`src/rtl/nibble_adder_arbiter.sv`:
```
// Two-requester wide adder that reuses a single 4-bit ripple slice.
// A grant captures the winner's operands. The add then runs one nibble per
// cycle, LSB nibble first, with the carry held in a register between nibbles.
// The result is published together with a one-cycle done pulse.

// One-bit full adder cell.
module fulladder (
  input  logic a,
  input  logic b,
  input  logic ci,
  output logic s,
  output logic co
);
  assign s  = a ^ b ^ ci;
  assign co = (a & b) | (ci & (a ^ b));
endmodule

module nibble_adder_arbiter #(
  parameter int NIBBLES = 4
) (
  input  logic                   clk,
  input  logic                   rst_n,
  input  logic [1:0]             req,
  input  logic [4*NIBBLES-1:0]   a0,
  input  logic [4*NIBBLES-1:0]   b0,
  input  logic [4*NIBBLES-1:0]   a1,
  input  logic [4*NIBBLES-1:0]   b1,
  output logic [1:0]             gnt,
  output logic                   busy,
  output logic [1:0]             done,
  output logic [4*NIBBLES-1:0]   sum,
  output logic                   cout
);
  localparam int IW = $clog2(NIBBLES);

  typedef enum logic [1:0] {IDLE, RUN, DONE} state_t;

  state_t                    state;
  logic [IW-1:0]             idx;
  logic                      carry;
  logic                      id;
  logic                      lst;
  logic [NIBBLES-1:0][3:0]   op_a, op_b, wsum, wsum_nxt;
  logic [3:0]                sa, sb, ss;
  logic [4:0]                c;
  logic                      sel_id;
  logic                      sel_vld;
  logic                      last_nib;

  // Operand nibble currently being added.
  assign sa = op_a[idx];
  assign sb = op_b[idx];

  // The shared 4-bit ripple slice. Its carry-in comes from the carry register.
  assign c[0] = carry;
  for (genvar g = 0; g < 4; g++) begin : g_fa
    fulladder u_fa (.a(sa[g]), .b(sb[g]), .ci(c[g]), .s(ss[g]), .co(c[g+1]));
  end

  // Round-robin pick. Under contention the requester not served last wins.
  always_comb begin
    sel_id = req[1];
    if (req == 2'b11) sel_id = ~lst;
  end

  assign sel_vld  = (state == IDLE) && (|req);
  assign gnt      = sel_vld ? (sel_id ? 2'b10 : 2'b01) : 2'b00;
  assign done     = (state == DONE) ? (id ? 2'b10 : 2'b01) : 2'b00;
  assign busy     = (state != IDLE) || sel_vld;
  assign last_nib = (idx == IW'(NIBBLES - 1));

  // Working sum with the current slice result merged into nibble [idx].
  always_comb begin
    wsum_nxt      = wsum;
    wsum_nxt[idx] = ss;
  end

  // Control FSM plus the operand, working-sum and result registers.
  always_ff @(posedge clk or negedge rst_n) begin
    if (!rst_n) begin
      state <= IDLE;
      idx   <= '0;
      carry <= 1'b0;
      id    <= 1'b0;
      lst   <= 1'b1;
      op_a  <= '0;
      op_b  <= '0;
      wsum  <= '0;
      sum   <= '0;
      cout  <= 1'b0;
    end else begin
      case (state)
        IDLE: if (sel_vld) begin
          op_a  <= sel_id ? a1 : a0;
          op_b  <= sel_id ? b1 : b0;
          id    <= sel_id;
          lst   <= sel_id;
          idx   <= '0;
          carry <= 1'b0;
          state <= RUN;
        end
        RUN: begin
          wsum  <= wsum_nxt;
          carry <= c[4];
          idx   <= idx + 1'b1;
          if (last_nib) begin
            sum   <= wsum_nxt;
            cout  <= c[4];
            idx   <= '0;
            state <= DONE;
          end
        end
        DONE:    state <= IDLE;
        default: state <= IDLE;
      endcase
    end
  end
endmodule

```
`config.mk`:
```
export PLATFORM = sky130hd
export DESIGN_NAME = nibble_adder_arbiter
export DESIGN_NICKNAME = d
export VERILOG_FILES = /design/src/rtl/nibble_adder_arbiter.sv
export SDC_FILE = /design/constraint.sdc
export NUM_CORES = 1
export LEC_CHECK = 0
export ABC_AREA = 1
export CORE_ASPECT_RATIO = 0.75
export CORE_MARGIN = 10
export CORE_UTILIZATION = 35
export CTS_BUF_LIST = sky130_fd_sc_hd__clkbuf_8
export DETAILED_ROUTE_END_ITERATION = 7
export PLACE_DENSITY = 0.6
export SETUP_SLACK_MARGIN = 0.1
export SKIP_LAST_GASP = 1
export SLEW_MARGIN = 20
export SYNTH_ARGS = -nofsm -noshare
export SYNTH_HDL_FRONTEND = slang
export SYNTH_SLANG_ARGS = --single-unit
```
`constraint.sdc`:
```
create_clock -name clk -period 8.45 [get_ports clk]
set_input_delay 1.69 -clock clk [delete_from_list [all_inputs] [get_ports clk]]
set_output_delay 1.69 -clock clk [all_outputs]
set_load 0.01 [all_outputs]
```
==> impl_metrics.yaml <==
timing:
  finalHoldViolCount: 0
  finClkSkew_ps: 8.19
  tightestPinTransition_ps: 1020
  rsz0062_at_grt: "no"
  slew_violations: 0
  worst_slew_margin_rel: 0.319
  finalSetupViolCount: 0
  fin_crit_ps: 6130
  tns_ps: 0
  fmax_mhz: 163
  fin_crit_sh: 0.725
  setup_ws_ps: 2320
global_routing:
  grt_start_max_net_pins: 69
  grt_pass1_wl_mm: 16.3
  grt_antenna_before_repair: 0
  grt_overflow_total: 0
  first_global_vias: 3339
  grt_usage: 0.134
synth:
  synth_seq_cells: 68
  synth_warnings: 0
  synth_flop_cell: "dfrtp_1"
  ys_top_cells_by_count: "nand2_1 (273), dfrtp_1 (67), nand3_1 (44), o21ai_0 (30), buf_2 (22)"
  yosysTopAreaCell: "dfrtp_1"
  synth_area_um2: 3600
  yosysMostFrequentCell: "nand2_1"
  syn_nets: 576
  synth.distinct_cells: 22
  async_flop_share: 1.00
  seq_area_frac_synth: 0.473
  synth_edf_count: 0
  avgSynthCellArea_um2: 7.20
  synth_area_leaders: "dfrtp_1 (47%), nand2_1 (28%), nand3_1 (6.1%)"
  synth_top_cell_area_share: 0.466
  synth_cells: 500
clock_tree:
  postCtsHoldBufs: 0
  clockRootBuffer: "clkbuf_8"
  cts_buffer_depth: 2
  numCtsBuffers: 9
  cts_setup_buffers: 0
  clkLatencyLatePin_ps: 340
  cts.htree.levels: 3
  clk_pin_slew_ps: 70
  cts.repair.resized: 0
  cts.sinks: 68
  tritoncts: "built"
drt:
  drt_iter0_markers: 225
  wl_per_cell_um: 13.4
  drcViolationCount: 0
  drt_first_pass_iters: 4
  routed_wl_mm: 9.57
  final_antenna_net_count: 0
  dr_total_vias: 3263
  vias_per_cell: 4.57
power_and_ir_drop:
  power_density_nw_per_um2: 371
  leakagePower_nw: 2.45
  ir_worst_vdd_v: 0.000150
  power.total_mw: 1.77
layout:
  synthToLayoutAreaGrowth_pct: 32.8
  regArea_um2: 1700
  nets: 653
  n_antenna_cell: 0
  drive_above_1_share: 0.0498
  finish.utilization: 0.485
  fill_cells: 965
  multiInputGateArea_um2: 1660
setup_path:
  endpoint_kind: "primary output"
  worstPathMaxFanout: 34
  path_class: "in2out"
  setup.worst_path.start_class: "input port"
  required_ps: 6760
  crit_arrival_ps: 4440
run_status:
  outcome: "finished, final reports clean"
flow_run:
  cap_violations: 0
floorplanning:
  start_util: 0.366
  io_pins: 90
  num_rows: 31
  core_area_um2: 9850
  die_h_um: 108
  dieArea_um2: 14800
  dieWidth_um: 137
place:
  place_congestion: 0.783
  io_buffer_count: 89
  dp_slack_ps: 2310
  place_hpwl_mm: 6.89
hold_path:
  hold_path_class: "reg2reg"
-- area by class of cell --
class	instances	area share
Inverter	23	0.0181
Clock inverter	5	0.0207
Multi-Input combinational cell	382	0.347
Sequential cell	68	0.356
Clock buffer	11	0.0317
Timing Repair Buffer	93	0.192
Tap cell	132	0.0345
-- report_power, final --
group / total, mW / internal, mW / switching (mW)
clock network: 0.333 / 0.211 / 0.123
logic: 0.880 / 0.338 / 0.542
registers: 0.559 / 0.478 / 0.0819
total: 1.77 / 1.03 / 0.746
-- cells in the final DEF, fill, tap and decap left out, drive strengths merged --
master and n:
and3 1, buf 5, bufinv 3, clkbuf 11, clkdlybuf4s50 88, clkinv 1
dfrtp 67, dfstp 1, fa 4, ha 4, inv 24, nand2 275
nand3 44, nand4 1, nor2 17, nor3 1, o21ai 33, or2 2
-- cell families (layout without fill, tap and decap cells) --
logic type	count (synthesis)	count (layout)	share of synthesized area
AO/OA/AOI/OAI	33	33	0.0469
adder cells (fa/ha/maj)	8	8	0.0361
buffers and inverters	50	132	0.0660
flip-flops	68	68	0.473
AND/OR/NAND/NOR	341	341	0.378
-- path summary, 6_finish.rpt --
path / slack [ps] / end / start / depth (start not counted)
worst min register to register: 470 / lst / lst / 2
worst max register to register: 5000 / sum[7] / idx[1] / 14
worst min-delay path: 470 / lst / lst / 2
min in group asynchronous: 1530 / op_b[15] / rst_n / 2
max in group asynchronous: 6350 / wsum[6] / rst_n / 2
worst max-delay path: 2320 / gnt[1] / req[0] / 5
-- per-stage QoR --
step	area [um^2]	instances	hold WS (ps)
after floorplan	3600	500	444
after global placement	4530	698	457
after detailed placement	4530	698	460
after CTS	4780	714	473
after global routing	4780	714	493
final	4780	714	472
-- sequential cells by signal, indices dropped and copies added, names as in the netlist --
name / count
id: 1
lst: 1
state: 2
wsum: 12
op_a: 16
idx: 2
carry: 1
op_b: 16
cout: 1
sum: 16
-- critical path: stages --
cell,delay (ps)
clkdlybuf4s50_1,450
nand2_1,760
nand2_2,630
nor2_1,320
clkdlybuf4s50_1,580
-- layer usage --
layer | part of all wire | GRT usage
met5 | 0 | 0
met4 | 0.0077 | 0.0300
met3 | 0.065 | 0.0494
met2 | 0.43 | 0.204
met1 | 0.50 | 0.177
(Power assumes the default switching activity.)
